$ cat src/rtl/pll_seq_pkg.sv
// Shared types for the PLL reconfiguration sequencer.
//   state_t  : sequencer FSM states
//   status_t : response codes returned to requesters
//   mnc_t    : one M/N/C setting
package pll_seq_pkg;

    typedef enum logic [2:0] {
        IDLE,
        CHECK,
        TRIG,
        WAIT_BUSY,
        WAIT_DONE,
        WAIT_LOCK,
        RESP
    } state_t;

    typedef enum logic [1:0] {
        OK        = 2'b00,
        SKIPPED   = 2'b01,
        BAD_PARAM = 2'b10,
        TIMEOUT   = 2'b11
    } status_t;

    typedef struct packed {
        logic [7:0] m;
        logic [7:0] n;
        logic [7:0] c;
    } mnc_t;

    function automatic int max_int(input int a, input int b);
        return (a > b) ? a : b;
    endfunction

endpackage

$ cat src/rtl/pll_seq_rr_arb.sv
// Two-way round-robin arbiter.
//   clock, reset_n : clock and synchronous active-low reset
//   req            : request bits of the two requesters
//   accept         : grant is taken this cycle; pointer moves past the winner
//   grant_any      : at least one request is pending
//   grant_idx      : index of the requester that wins this cycle
module pll_seq_rr_arb (
    input  logic       clock,
    input  logic       reset_n,
    input  logic [1:0] req,
    input  logic       accept,
    output logic       grant_any,
    output logic       grant_idx
);

    // Requester favoured on a tie; starts at 0 after reset.
    logic rr_reg;

    always_comb begin
        grant_any = |req;
        if (req == 2'b11) begin
            grant_idx = rr_reg;
        end else begin
            grant_idx = req[1];
        end
    end

    always_ff @(posedge clock) begin
        if (!reset_n) begin
            rr_reg <= 1'b0;
        end else if (accept && grant_any) begin
            rr_reg <= ~grant_idx;
        end
    end

endmodule

$ cat src/rtl/pll_reconfig_sequencer.sv
// Shares one reconfigurable PLL between two requesters. Requests are
// arbitrated round-robin, validated, sent to the PLL interface with a
// single trigger pulse, and tracked through busy and lock with timeouts.
//   clock, reset_n          : clock and synchronous active-low reset
//   req_valid/req_m/n/c     : per-requester request and settings (8 bits each)
//   rsp_valid/rsp_status    : one-cycle completion pulse and its status
//   trigger, pll_m/n/c      : reconfiguration start and settings to the PLL
//   busy, stable_reconfig   : reconfiguration busy and lock from the PLL
//   cur_m/n/c               : settings currently in force
//   clk_ready, fault        : clock usable / last reconfiguration timed out
module pll_reconfig_sequencer
    import pll_seq_pkg::*;
#(
    parameter int         BUSY_TIMEOUT = 1024,
    parameter int         LOCK_TIMEOUT = 65536,
    parameter int         LOCK_HOLD    = 16,
    parameter logic [7:0] RESET_M      = 8'd1,
    parameter logic [7:0] RESET_N      = 8'd1,
    parameter logic [7:0] RESET_C      = 8'd1
) (
    input  logic        clock,
    input  logic        reset_n,
    input  logic [1:0]  req_valid,
    input  logic [15:0] req_m,
    input  logic [15:0] req_n,
    input  logic [15:0] req_c,
    output logic [1:0]  rsp_valid,
    output logic [1:0]  rsp_status,
    output logic        trigger,
    output logic [7:0]  pll_m,
    output logic [7:0]  pll_n,
    output logic [7:0]  pll_c,
    input  logic        busy,
    input  logic        stable_reconfig,
    output logic [7:0]  cur_m,
    output logic [7:0]  cur_n,
    output logic [7:0]  cur_c,
    output logic        clk_ready,
    output logic        fault
);

    localparam int TW = $clog2(max_int(BUSY_TIMEOUT, LOCK_TIMEOUT) + 1);
    localparam int HW = $clog2(LOCK_HOLD + 1);
    localparam logic [TW-1:0] BUSY_LIM = TW'(BUSY_TIMEOUT);
    localparam logic [TW-1:0] LOCK_LIM = TW'(LOCK_TIMEOUT);
    localparam logic [HW-1:0] HOLD_LIM = HW'(LOCK_HOLD);
    localparam mnc_t          RESET_MNC = '{m: RESET_M, n: RESET_N, c: RESET_C};

    state_t        state_reg;
    status_t       status_reg;
    logic          sel_reg;
    mnc_t          lat_reg;
    mnc_t          pll_reg;
    mnc_t          cur_reg;
    logic [1:0]    rsp_valid_reg;
    logic          trigger_reg;
    logic          fault_reg;
    logic [TW-1:0] timer_reg;
    logic [HW-1:0] hold_reg;

    mnc_t          req_vals [2];
    logic          arb_any;
    logic          arb_idx;
    logic          arb_accept;
    logic [TW-1:0] timer_inc;
    logic [HW-1:0] hold_next;

    for (genvar gi = 0; gi < 2; gi++) begin : g_req
        assign req_vals[gi] = {req_m[8*gi +: 8], req_n[8*gi +: 8], req_c[8*gi +: 8]};
    end

    assign arb_accept = (state_reg == IDLE);

    pll_seq_rr_arb u_arb (
        .clock     (clock),
        .reset_n   (reset_n),
        .req       (req_valid),
        .accept    (arb_accept),
        .grant_any (arb_any),
        .grant_idx (arb_idx)
    );

    // Saturating timer increment; the limits are always below the ceiling.
    assign timer_inc = (&timer_reg) ? timer_reg : timer_reg + 1'b1;
    // Hold count including the current cycle's lock sample.
    assign hold_next = stable_reconfig ? hold_reg + 1'b1 : '0;

    always_ff @(posedge clock) begin
        if (!reset_n) begin
            state_reg     <= IDLE;
            status_reg    <= OK;
            sel_reg       <= 1'b0;
            lat_reg       <= RESET_MNC;
            pll_reg       <= RESET_MNC;
            cur_reg       <= RESET_MNC;
            rsp_valid_reg <= 2'b00;
            trigger_reg   <= 1'b0;
            fault_reg     <= 1'b0;
            timer_reg     <= '0;
            hold_reg      <= '0;
        end else begin
            trigger_reg   <= 1'b0;
            rsp_valid_reg <= 2'b00;
            case (state_reg)
                IDLE: begin
                    if (arb_any) begin
                        sel_reg   <= arb_idx;
                        lat_reg   <= req_vals[arb_idx];
                        state_reg <= CHECK;
                    end
                end
                CHECK: begin
                    if (lat_reg.m == 8'd0 || lat_reg.n == 8'd0 || lat_reg.c == 8'd0) begin
                        status_reg    <= BAD_PARAM;
                        rsp_valid_reg <= sel_reg ? 2'b10 : 2'b01;
                        state_reg     <= RESP;
                    end else if (lat_reg == cur_reg && !fault_reg) begin
                        // After a fault the PLL state is unknown, so no skipping.
                        status_reg    <= SKIPPED;
                        rsp_valid_reg <= sel_reg ? 2'b10 : 2'b01;
                        state_reg     <= RESP;
                    end else begin
                        pll_reg     <= lat_reg;
                        trigger_reg <= 1'b1;
                        state_reg   <= TRIG;
                    end
                end
                TRIG: begin
                    timer_reg <= '0;
                    state_reg <= WAIT_BUSY;
                end
                WAIT_BUSY: begin
                    if (busy) begin
                        timer_reg <= '0;
                        state_reg <= WAIT_DONE;
                    end else if (timer_reg == BUSY_LIM) begin
                        status_reg    <= TIMEOUT;
                        fault_reg     <= 1'b1;
                        rsp_valid_reg <= sel_reg ? 2'b10 : 2'b01;
                        state_reg     <= RESP;
                    end else begin
                        timer_reg <= timer_inc;
                    end
                end
                WAIT_DONE: begin
                    if (timer_reg == LOCK_LIM) begin
                        status_reg    <= TIMEOUT;
                        fault_reg     <= 1'b1;
                        rsp_valid_reg <= sel_reg ? 2'b10 : 2'b01;
                        state_reg     <= RESP;
                    end else begin
                        timer_reg <= timer_inc;
                        if (!busy) begin
                            hold_reg  <= '0;
                            state_reg <= WAIT_LOCK;
                        end
                    end
                end
                WAIT_LOCK: begin
                    // A completed lock hold wins over a timeout in the same cycle.
                    if (hold_next == HOLD_LIM) begin
                        status_reg    <= OK;
                        cur_reg       <= lat_reg;
                        fault_reg     <= 1'b0;
                        rsp_valid_reg <= sel_reg ? 2'b10 : 2'b01;
                        state_reg     <= RESP;
                    end else if (timer_reg == LOCK_LIM) begin
                        status_reg    <= TIMEOUT;
                        fault_reg     <= 1'b1;
                        rsp_valid_reg <= sel_reg ? 2'b10 : 2'b01;
                        state_reg     <= RESP;
                    end else begin
                        hold_reg  <= hold_next;
                        timer_reg <= timer_inc;
                    end
                end
                RESP: begin
                    state_reg <= IDLE;
                end
                default: begin
                    state_reg <= IDLE;
                end
            endcase
        end
    end

    assign rsp_valid  = rsp_valid_reg;
    assign rsp_status = status_reg;
    assign trigger    = trigger_reg;
    assign pll_m      = pll_reg.m;
    assign pll_n      = pll_reg.n;
    assign pll_c      = pll_reg.c;
    assign cur_m      = cur_reg.m;
    assign cur_n      = cur_reg.n;
    assign cur_c      = cur_reg.c;
    assign fault      = fault_reg;
    assign clk_ready  = stable_reconfig & (state_reg == IDLE) & ~fault_reg;

endmodule
$ cat config.mk
export PLATFORM = sky130hd
export DESIGN_NAME = pll_reconfig_sequencer
export DESIGN_NICKNAME = d
export VERILOG_FILES = /design/src/rtl/pll_seq_pkg.sv /design/src/rtl/pll_seq_rr_arb.sv /design/src/rtl/pll_reconfig_sequencer.sv
export SDC_FILE = /design/constraint.sdc
export NUM_CORES = 1
export LEC_CHECK = 0
export ABC_AREA = 1
export CAP_MARGIN = 0
export CORE_MARGIN = 8
export CORE_UTILIZATION = 25
export DETAILED_ROUTE_END_ITERATION = 10
export PLACE_DENSITY = 0.53
export SLEW_MARGIN = 15
export SYNTH_ARGS = -nofsm -noshare
export SYNTH_HDL_FRONTEND = slang
export SYNTH_SLANG_ARGS = --single-unit
$ cat constraint.sdc
create_clock -name clock -period 2 [get_ports clock]
set_input_delay 0.4 -clock clock [delete_from_list [all_inputs] [get_ports clock]]
set_output_delay 0.4 -clock clock [all_outputs]
set_load 0.005 [all_outputs]
==> reports/results.tsv, run 1 <==
metric	value	unit
worst_path_max_delay_cell	clkdlybuf4s50_1	
groute.usage.overall	14.5	%
path_clk_slew	0.08	ns
gr-total-overflow	0	
rows	53	
clock_path_buffers	2	
antenna_found_initial	0	
period_minus_slack	1.87	ns
critPathMaxFanout	4	
synthesis.area	5380	um2
seq_area_frac_synth	39.1	%
drtIter0Drc	410	
path_cells	clkdlybuf4s50_1 > inv_1 > nor3_1 > dlygate4sd2_1	
cts_tree	built	
cp-start-kind	primary input	
portBuffers	108	
finalCritPeriodShare	93.6	%
synth_top_cell_by_area	dfxtp_1	
die_height	163	um
cap_violations	0	
cts.sinks	105	
hpwl	14.5	mm
grt_pass1_vias	5769	
postPlaceCellArea	7140	um2
tightest_slew	0.479	ns
irDropWorstVdd	431	uV
dieArea	26500	um2
setup_violations	0	
power	8.98	mW
yosys_most_used_dff	dfxtp_1	
layout.nets	1014	
drc	0	
seq_area	2110	um2
vias	5619	
grt_max_degree	26	
min_path_type	reg -> reg	
multi_input_comb_area	2890	um2
synthesis.nets	871	
cts_htree_levels	3	
cts_made_buffers	9	
synth_edf_count	0	
yosysUniqueCellTypes	36	
largest_reg_flops	24	
clock_skew	0.0110	ns
crit_path_end_kind	output pin	
area_delta_synth_final	39.7	%
num-fill-cells	2296	
die_w	163	um
ys_seq_elements	105	
pwr_density_cell	1190	nW/um2
synthMostInstantiatedCell	nand2_1	
grt_pass1_wl	30.4	mm
drt_pass1_iterations	4	
critPathArrivalTime	1.47	ns
synth.top_cells.by_area	dfxtp_1, nand2_1, a21oi_1	
ys.warnings.count	0	
p_leak	3.05	nW
synth_common_cells	nand2_1, dfxtp_1, a21oi_1, nor2_1, inv_1	
drv_slew	0	
holdWs	0.464	ns
status	finished, final reports clean	
syn_area_per_cell	6.61	um2
ios	109	
hold_viol	0	
cp.required	1.60	ns
synth.top_cell.area_share	39.1	%
utilization	35.7	%
coreArea	21100	um2
crit_family	buffers and inverters	
rsz0062_at_grt	false	
place.gp.congestion	0.880	
wirelength	18.5	mm
initial_core_util	25.5	%
syn_inst	814	
path_buf_inv	3	
antenna_left	0	
crit_path_max_incr_delay	0.52	ns
diodes	0	
relSlewSlack	68.1	%
drive_gt1_share	11.7	%
path_class	in -> out	
root_buffer	clkbuf_16	
wire_per_inst	15.0	um
final_area	7520	um2
viasPerCell	4.54	
clock_latency	0.37	ns
hold_buffers	0	
max_freq	0.534	GHz
synth_async_sr_flop_share	0	%
[through the flow]
| stage | instances | worst slack (ns) | TNS (ns) |
|---|---|---|---|
| after floorplan | 814 | 0.278 | 0 |
| after global placement | 1219 | -0.196 | -6.53 |
| after detailed placement | 1219 | -0.231 | -8.15 |
| after CTS | 1235 | 0.0169 | 0 |
| after global routing | 1237 | 0.00569 | 0 |
| final | 1237 | 0.128 | 0 |
[worst reg2reg max path, stage by stage (launching register included)]
cell	delay [ns]
dfxtp_1	0.31
ha_1	0.29
nand2_1	0.07
o21ai_1	0.08
nor2_2	0.19
nand4_4	0.17
buf_4	0.21
nand2_1	0.10
inv_2	0.07
o21ai_0	0.15
nor2_1	0.05
[report_power, final]
part           total, mW  switching (mW)  internal (mW)
Clock               1.90           0.898          0.998
Sequential          2.99           0.462           2.53
Combinational       4.09            2.28           1.82
Total               8.98            3.64           5.35
[metal layers]
| metal | global-route usage [%] | wire length, um | part of all wire, % |
|---|---|---|---|
| met2 | 23.9 | 8610 | 46 |
| met4 | 3.67 | 250 | 1.3 |
| met5 | 0 | 0 | 0 |
| met3 | 5.23 | 1340 | 7.2 |
| met1 | 17.5 | 8320 | 45 |
[cells by family (layout without fill, tap and decap cells)]
group | after synthesis | in the layout | synth area share, %
xor gates and xnor gates | 19 | 19 | 3.09
adders and majority gates | 3 | 3 | 0.697
and+or+nand+nor | 422 | 422 | 32.9
buffers and inverters | 105 | 253 | 8.25
DFF | 105 | 105 | 39.1
AOI/OAI and AO/OA | 160 | 160 | 16.0
[final cells by class]
cell class | instances | share of cell area (%)
Clock buffer | 9 | 2.99
Clock inverter | 7 | 1.16
Timing Repair Buffer | 168 | 21.4
Inverter | 69 | 3.49
Tap cell | 275 | 4.57
Sequential cell | 105 | 28.0
Multi-Input combinational cell | 604 | 38.4
[final timing paths]
check	slack (ns)	depth (start not counted)	to	start
setup / recovery	0.13	4	clk_ready	stable_reconfig
setup reg to reg	0.21	10	hold_reg[3]	hold_reg[0]
hold / removal	0.46	2	pll_m[2]	pll_m[2]
hold reg to reg	0.46	2	pll_m[2]	pll_m[2]
[cells in the final DEF (no fill, tap or decap), types with 3 or more instances in the layout]
cell type        synthesis  final
nor2_4                   1      3
inv_1                   57     55
a21oi_1                 95     94
nand2_1                246    244
nor2_2                   2      6
ha_1                     3      3
xnor2_1                 11     11
nor3_1                   8      8
xor2_1                   8      8
o21ai_0                 49     49
nand4_1                 11     11
dfxtp_2                  0      5
clkbuf_16                0      9
buf_12                   0      6
nor2_1                  95     89
nand3_1                 49     47
buf_4                    4     53
a221oi_1                11     11
inv_2                    8     10
clkdlybuf4s50_1          0    107
dfxtp_1                105    100
[repair_timing]
item / CTS / global route
resized for setup: 3 / 18
pin swaps: 0 / 1
buffers inserted: 0 / 2
endpoints found under the setup margin: 1 / 52
Note: power is estimated with default switching activity, not from simulation.
==> run 2, diff against run 1 <==
- ABC_AREA: 1 -> not set
- PLACE_DENSITY: 0.53 -> 0.55
- clock period: 2 -> 1.6 ns (I/O delays scaled with it)
==> reports/results.tsv, run 2 <==
metric	value	unit	change
cts_made_buffers	9		unchanged
grt_use_met1	16.5	%	-1.1 points
layout_commonest_cell	buf_4		
critPathArrivalTime	2.35	ns	+0.88 ns
antenna_left	0		unchanged
synth.top_cell.area_share	40.7	%	+1.7 points
seq_power_share	35.9	%	+2.6 points
r2r_start	lat_reg[12]		
crit_path_end	rsp_status[0]		
min_delay_path_depth	1		-1
drc	0		unchanged
p_leak	4.13	nW	+35%
min_path_type	reg -> reg		
cp-start-kind	flip-flop		
portBuffers	108		unchanged
synth_top_cell_by_area	dfxtp_1		
irDropWorstVdd	627	uV	+45%
synth.top_cells.by_area	dfxtp_1, mux2i_1, nand2_1		
grtUsageMet3	4.73	%	-0.50 points
max_freq	0.477	GHz	
grt_pass1_wl	28.9	mm	-5.1%
wire_per_inst	16.7	um	+11%
power	8.73	mW	-2.8%
drive_gt1_share	44.1	%	+32 points
tightest_slew	0.511	ns	+0.0325 ns
cap_violations	0		unchanged
grt_pass1_vias	5266		-8.7%
wirelength	18.9	mm	+2.1%
crit_start	lat_reg[12]		
ys.warnings.count	0		unchanged
synth_edf_count	0		unchanged
placed_cells	1081		-11%
grtUsageMet2	25.0	%	+1.1 points
drtIter0Drc	205		-50%
grt_max_degree	59		+130%
relSlewSlack	65.9	%	-2.2 points
clock_path_buffers	2		unchanged
fin_tns_setup	-25.61	ns	-25.61 ns
cts_tree	built		
die_height	160	um	-1.9%
drt_pass1_iterations	4		unchanged
hpwl	12.8	mm	-12%
p_int	5.88	mW	+10%
ios	109		unchanged
yosys_most_used_dff	dfxtp_1		
critPathMaxFanout	7		+3
finalCritPeriodShare	131	%	
synth_common_cells	dfxtp_1, nand2_1, mux2i_1, nor2b_1, xor2_1		
path_clk_slew	0.08	ns	about the same
pwr-share-clk	25.4	%	+4.3 points
num-fill-cells	1895		-17%
pwr_density_cell	930	nW/um2	-22%
root_buffer	clkbuf_16		
gr-total-overflow	0		unchanged
comb_power_share	38.8	%	-6.8 points
syn_area_per_cell	8.93	um2	+35%
rsz0062_at_grt	true		
die_w	160	um	-1.9%
setup_violations	103		+103
reg2reg_to	rsp_status[0]		
synthMostInstantiatedCell	dfxtp_1		
largest_reg_flops	24		unchanged
status	complete, but fails checks		
cp.required	1.85	ns	+0.25 ns
dieArea	25500	um2	-3.7%
violations	setup timing		
coreArea	20200	um2	-4.0%
clock_skew	0.0141	ns	+0.00313 ns
area_delta_synth_final	81.8	%	
yosysUniqueCellTypes	60		+67%
syn_inst	578		-29%
groute.usage.overall	14.2	%	-0.26 points
synthesis.nets	635		-27%
place.gp.congestion	0.791		-10%
grt_most_used_layer	met2		
place_ws	-0.515	ns	-0.283 ns
layout.cells.most_common_list	buf_4, clkdlybuf4s50_1, dfxtp_1		
rows	52		-1.9%
ys_seq_elements	105		unchanged
initial_core_util	25.5	%	about the same
rr_worst_depth	6		-4
seq_area_frac_synth	40.7	%	+1.7 points
viasPerCell	4.58		+0.83%
drv_slew	0		unchanged
switching_power	2.85	mW	-22%
synth_async_sr_flop_share	0	%	unchanged
antenna_found_initial	0		unchanged
fin_ws	-0.497	ns	-0.625 ns
vias	5194		-7.6%
hold_viol	0		unchanged
cts.sinks	105		unchanged
path_class	reg -> reg		
diodes	0		unchanged
clock_latency	0.37	ns	about the same
period_minus_slack	2.10	ns	
rrSetupSlack	-0.50	ns	-0.71 ns
stdcell_count	1134		-8.3%
swShare	32.6	%	-7.9 points
layout.nets	917		-9.6%
synthesis.area	5160	um2	-4.1%
crit_path_end_kind	flip-flop		
cts_htree_levels	3		unchanged
run 2: worst min-delay path by stage:
stage	startpoint	endpoint	slack, ns
2_1_floorplan	sel_reg	rsp_valid[0]	0.40
3_3_place_gp	pll_c[0]	pll_c[0]	0.46
3_5_place_dp	pll_n[0]	pll_n[0]	0.46
4_1_cts	sel_reg	rsp_valid[0]	0.43
5_1_grt	reset_n	lat_reg[16]	0.45
6_report	sel_reg	rsp_valid[0]	0.44
run 2: logic make-up (layout without fill, tap and decap cells):
| logic type | Yosys count | after routing | share of synthesized area [%] |
|---|---|---|---|
| AO/OA/AOI/OAI | 111 | 111 | 16.3 |
| XOR/XNOR | 28 | 28 | 4.75 |
| adder cells (fa/ha/maj) | 3 | 3 | 0.727 |
| buffers and inverters | 44 | 330 | 4.00 |
| flip-flops | 105 | 105 | 40.7 |
| multiplexers | 51 | 51 | 9.89 |
| AND/OR/NAND/NOR | 236 | 236 | 23.6 |
run 2: critical path, cell delays in order, from the launching register on:
cell and delay [ns]:
dfxtp_2 0.34, xor2_1 0.16, nor4_2 0.43, nand3_2 0.18, o211a_4 0.38, or2_1 0.27
o221a_2 0.23
run 2: per-layer routing:
metal  vias to the layer above  routed length [um]  part of all wire (%)
li1                       2611                   -                     -
met1                      2458                8070                    43
met2                       102                9470                    50
met3                        23                1030                   5.5
met4                         0                 347                   1.8
met5                         -                   0                     0
run 2: power groups by stage:
stage | Clock, mW | Sequential, mW | Combinational, mW
CTS | 2.28 | 3.11 | 2.99
global placement | 0 | 3.15 | 2.31
floorplan | 0 | 3.13 | 1.17
global route | 2.36 | 3.16 | 3.61
detailed placement | 0 | 3.15 | 2.32
finish | 2.22 | 3.13 | 3.38
run 2: layout make-up:
class | count | area [um2] | area share [%]
Tap cell | 270 | 338 | 3.60
Sequential cell | 105 | 2160 | 23.0
Inverter | 11 | 41.3 | 0.440
Clock inverter | 6 | 57.6 | 0.613
Timing Repair Buffer | 304 | 2940 | 31.3
Multi-Input combinational cell | 429 | 3620 | 38.6
Clock buffer | 9 | 225 | 2.40
run 2: timing repair:
item	CTS	global route
gates resized for setup	139	121
endpoints found under the setup margin	124	110
gates cloned	10	3
pin swaps	57	54
hold buffers	0	0
setup buffers	20	10
run 2: per-stage QoR:
stage | cell area, um2 | utilization (%) | hold slack (ns)
floorplan | 5330 | - | 0.401
global placement | 7820 | 38.6 | 0.458
detailed placement | 7820 | 38.6 | 0.459
CTS | 8820 | 43.6 | 0.428
global route | 9380 | 46.4 | 0.448
finish | 9380 | 46.4 | 0.437
==> patch 1, RTL diff (config.mk and constraints of run 2) <==
Set the parameter `LOCK_HOLD` to 64 (it was 16).
--- a/src/rtl/pll_reconfig_sequencer.sv
+++ b/src/rtl/pll_reconfig_sequencer.sv
@@ -15,3 +15,3 @@
     parameter int         LOCK_TIMEOUT = 65536,
-    parameter int         LOCK_HOLD    = 16,
+    parameter int         LOCK_HOLD    = 64,
     parameter logic [7:0] RESET_M      = 8'd1,
Check against the original RTL: no difference found for any inputs over 10 cycles, from zero or initial values and one cycle with reset_n low; that may be too few to reach the edited logic, so the function may still have changed.
==> patch 1 against run 2 <==
The run still ends with negative setup slack left; largest power group unchanged; die area is 0.22% higher; first-iteration DRC count rose by 59%; count of clock-buffer cells in the layout up 1; synthesized area increased by 0.24%; design area shrank 1.9%; total power increased by 27%; synthesized cell count up 4.8%; setup slack worse by 0.21 ns; sequential share of layout area rose by 1.1 points; wire length increased by 3.0%; via count increased by 5.8%; sequential cell count up 2.
==> patch 1: results (changes against run 2) <==
| Metric | Value |
|---|---|
| Nets | 949 (+3.5%) |
| Slowest stage delay, CP | 0.50 ns (+0.07 ns) |
| I/O Buffers | 108 (unchanged) |
| Crit Path Max Fanout | 14 (+7) |
| Largest net degree at the start of global routing | 25 (-58%) |
| Failing checks | negative setup slack |
| Area of the multi-input gates | 3312 µm² (-8.5%) |
| ANT cells | 0 (unchanged) |
| Placed Instances | 1117 (+3.3%) |
| Setup ws final | -0.7051 ns (-0.2080 ns) |
| Fillers | 1943 (+2.5%) |
| Post-synthesis adder-cell area fraction | 0.7255% (-0.0018 points) |
| Post-CTS resize count | 94 (-32%) |
| Ys Warns | 0 (unchanged) |
| Slowest CP cell | or4_4 |
| Area after DPL | 7918 µm² (+1.3%) |
| Worst slack at placement | -0.9220 ns (-0.4074 ns) |
| Worst clock skew | 0.01440 ns (+0.0002561 ns) |
| Main area contributors after synthesis | dfxtp_1 41%, mux2i_1 11%, nand2_1 6.1% |
| Post-synth top flop | dfxtp_1 |
| CP arrival | 2.59 ns (+0.24 ns) |
| Die width | 159.9 µm (+0.11%) |
| Relative slew slack | 77.76% (+12 points) |
| Post-synth top cells | 107 x dfxtp_1, 84 x nand2_1, 61 x nor2_1, 55 x mux2i_1, 42 x a21oi_1 |
| Total Routing Usage GR | 14.10% (-0.11 points) |
| Vias in the first global route | 5587 (+6.1%) |
| Syn Inst Count | 606 (+4.8%) |
| Worst hold path cell count | 2 (+1) |
| Clock Path Buffers | 2 (unchanged) |
| Async set-reset flop share out of synthesis | 0% (unchanged) |
| Fin Setup TNS | -46.14 ns (-20.53 ns) |
| CTS Buf Count | 9 (unchanged) |
| Htree depth | 3 (unchanged) |
| Synth unique cells | 53 (-12%) |
| Vias | 5496 (+5.8%) |
| Syn_nets | 663 (+4.4%) |
| CTS Root Buffer Type | clkbuf_16 |
| Post-Route WL | 19.48 mm (+3.0%) |
| Compound-Gate Fraction of Synth Area | 15.65% (-0.67 points) |
| Internal | 7.192 mW (+22%) |
| Clock transition at the registers of the reported paths | 0.08 ns (about the same) |
| Seq/Total Area, Yosys | 41.40% (+0.68 points) |
| Outcome | finished with violations |
| WL per Instance | 16.69 µm (about the same) |
| Max rail drop VDD | 0.6443 mV (+2.8%) |
| Final setup vio count | 105 (+1.9%) |
| Post CTS Setup Buffer Count | 10 (-50%) |
| Worst r2r path cells | 8 (+2) |
| Xor and xnor fraction of the mapped netlist area | 4.232% (-0.52 points) |
| Share of cells above drive strength 1 | 39.69% (-4.4 points) |
| Initial antenna violation count | 0 (unchanged) |
| HPWL after DPL | 13.51 mm (+5.2%) |
| Drt first-iter violations | 325 (+59%) |
| First-pass GRT wire length | 29.21 mm (+1.2%) |
| Gpl congestion | 0.8638 (+9.2%) |
| Pleak | 3.801 nW (-7.9%) |
| Multiplexer area fraction after synthesis | 10.64% (+0.75 points) |
| First-pass iteration count of the detailed router | 5 (+1) |
patch 1: final cells by class:
cell class	count	area share, %
clock buffers	10	2.489
flip-flops and latches	107	24.15
multi-input cells	451	36.00
repair buffers	313	32.76
well taps	270	3.672
clock inverters	6	0.5168
inverters	10	0.4080
patch 1: final timing paths:
path	startpoint	endpoint	slack, ns
setup reg to reg	hold_reg[0]	timer_reg[3]	-0.71
hold reg to reg	pll_n[0]	pll_n[0]	0.48
hold / removal	pll_n[0]	pll_n[0]	0.48
setup / recovery	hold_reg[0]	timer_reg[3]	-0.71
patch 1: worst max-delay path, delay by kind of cell (launching register included):
family	cells	cell delay, ns
multiplexers	2	0.33
buffers and inverters	1	0.18
flip-flops	1	0.35
AND/OR/NAND/NOR	4	1.21
adder cells (fa/ha/maj)	1	0.17
patch 1: metal layers:
| layer | vias up | part of all wire [%] | global-route usage, % |
|---|---|---|---|
| met5 | - | 0 | 0 |
| li1 | 2736 | - | - |
| met4 | 0 | 1.8 | 4.885 |
| met2 | 141 | 50 | 24.22 |
| met1 | 2600 | 42 | 16.47 |
| met3 | 19 | 6.1 | 4.087 |
patch 1: power by group through the flow:
stage	clock network [mW]	logic (mW)	registers, mW
after CTS	2.21	4.18	3.47
after global routing	2.33	5.70	3.59
after global placement	0	3.70	3.46
after floorplan	0	1.78	3.41
after detailed placement	0	3.69	3.47
final	2.19	5.34	3.54
patch 1: logic make-up after synthesis:
family / Yosys count
and+or+nand+nor: 245
AOI/OAI and AO/OA: 123
DFF: 107
muxes: 55
buffers and inverters: 48
xor gates and xnor gates: 25
adders and majority gates: 3
==> patch 2, RTL diff (settings of run 2) <==
Without the edit above. Reset style: asynchronous (`reset_n`), changed in 2 clocked blocks. Comments in the files are not updated.
--- a/src/rtl/pll_seq_rr_arb.sv
+++ b/src/rtl/pll_seq_rr_arb.sv
@@ -27,3 +27,3 @@
 
-    always_ff @(posedge clock) begin
+    always_ff @(posedge clock or negedge reset_n) begin
         if (!reset_n) begin
--- a/src/rtl/pll_reconfig_sequencer.sv
+++ b/src/rtl/pll_reconfig_sequencer.sv
@@ -87,3 +87,3 @@
 
-    always_ff @(posedge clock) begin
+    always_ff @(posedge clock or negedge reset_n) begin
         if (!reset_n) begin
Formal check against the unedited RTL: differs if reset_n is asserted again (counterexample within 4 cycles, from zero or initial values and one cycle with reset_n low); with reset_n held inactive, the same outputs for 10 cycles.
==> patch 2 against run 2 <==
Sequential cell count unchanged; the flow still finishes with violations (negative setup slack); wire length down 3.4%; global-route usage decreased by 0.53 points; sequential share of layout area rose by 5.7 points; design area is 1.7% lower; critical path type unchanged; utilization decreased by 0.96 points; setup slack improved by 0.025 ns; first-iteration DRC count up 29%; synthesized area is 0.63% higher; via count fell by 8.1%.
Power is not compared: it rests on default switching activity, and its combinational part moved more than twofold at a synthesized area within 25%.
==> patch 2: results (changes against run 2) <==
| Metric | Value |
|---|---|
| Cell family with the largest share of critical-path delay | flip-flops |
| Vias in the first global route | 5105 (-3.1%) |
| Initial antenna violation count | 0 (unchanged) |
| HPWL after DPL | 11.90 mm (-7.4%) |
| Multiplexer area fraction after synthesis | 15.25% (+5.4 points) |
| Post-synth top cells | 96 x dfrtp_1, 49 x mux2_2, 43 x nor2_1, 41 x a21oi_1 |
| Max rail drop VDD | slightly above 0.7 mV |
| Crit Path Max Fanout | 11 (+4) |
| Worst r2r path cells | 7 (+1) |
| Fin Setup TNS | -26.86 ns (-1.246 ns) |
| Synth unique cells | 53 (-12%) |
| Seq/Total Area, Yosys | 50.81% (+10 points) |
| M3 GR Usage | 3.419% (-1.3 points) |
| Outcome | finished with violations |
| Worst clock skew | 0.008111 ns (-0.006035 ns) |
| Drt first-iter violations | 265 (+29%) |
| Failing checks | negative setup slack |
| HP Class | in2async |
| Final hold slack | 0.4312 ns (-0.005701 ns) |
| Met1 WL | 7.862 mm (-2.5%) |
| Slowest stage delay, CP | 0.47 ns (+0.04 ns) |
| Mean post-synth cell area | 10.89 µm² (+22%) |
| Met1 Resource Use GR | 17.09% (+0.64 points) |
| Placed Instances | 955 (-12%) |
| Xor and xnor fraction of the mapped netlist area | 4.722% (-0.030 points) |
| Syn_nets | 534 (-16%) |
| Post-synthesis adder-cell area fraction | 0.7227% (-0.0046 points) |
| Pleak | 4.187 nW |
| Async set-reset flop share out of synthesis | 100.0% (+100 points) |
| Largest net degree at the start of global routing | 40 (-32%) |
| Slowest CP cell | dfrtp_2 |
| Metal2 WL | 9.058 mm (-4.4%) |
| Via density | 4.688 (+2.3%) |
| GRT met2 Usage | 22.75% (-2.2 points) |
| Main area contributors after synthesis | dfrtp_1 46%, mux2_2 11%, mux2i_1 4.6% |
| Reg-to-Reg Start | lat_reg[14] |
| Met3 WL | 1.115 mm (+8.1%) |
| First-pass GRT wire length | 27.89 mm (-3.4%) |
| Area after DPL | 7672 µm² (-1.8%) |
| Setup ws final | -0.4724 ns (+0.02474 ns) |
| CTS Buf Count | 9 (unchanged) |
| Final Instance Count excl. Fillers | 1018 (-10%) |
| CP arrival | 2.31 ns (-0.04 ns) |
| Final setup vio count | 105 (+1.9%) |
| Post-Route WL | 18.28 mm (-3.4%) |
| WS Path Type | reg2reg |
| ANT cells | 0 (unchanged) |
| Htree depth | 3 (unchanged) |
| Relative slew slack | 61.33% (-4.5 points) |
| Share of cells above drive strength 1 | 50.27% (+6.2 points) |
| I/O Buffers | 108 (unchanged) |
| Nets | 800 (-13%) |
| Total Routing Usage GR | 13.68% (-0.53 points) |
| R2r endpoint | pll_m[6] |
| Post-synth top flop | dfrtp_1 |
| Switching power | 4.919 mW |
| Gpl congestion | 0.8542 (+8.0%) |
| Compound-Gate Fraction of Synth Area | 9.588% (-6.7 points) |
| Clock transition at the registers of the reported paths | 0.07 ns |
| Worst slack at placement | -0.4511 ns (+0.06350 ns) |
==> patch 2: power groups by stage <==
| stage | registers, mW | clock network [mW] | logic [mW] |
|---|---|---|---|
| 2_1_floorplan | 4.11 | 0 | 2.86 |
| 3_3_place_gp | 4.16 | 0 | 5.30 |
| 3_5_place_dp | 4.17 | 0 | 5.35 |
| 4_1_cts | 4.14 | 2.19 | 6.71 |
| 6_report | 4.15 | 2.14 | 7.31 |
| 5_1_grt | 4.24 | 2.28 | 7.84 |
==> patch 2: layout make-up <==
class,instances,area (µm²)
tap,270,337.8
sequential,105,2644
fill,1865,11080
inverter,8,30.03
multi-input combinational,341,3228
timing repair buffer,278,2695
clock buffer,10,239.0
clock inverter,6,43.79
==> patch 2: what timing repair did <==
item / in CTS / in global routing
buffers inserted: 33 / 14
endpoints found under the hold margin: 25 / 0
pin swaps: 41 / 33
setup endpoints to repair: 131 / 119
hold buffers: 1 / 0
resized for setup: 146 / 114
gates cloned: 7 / 2
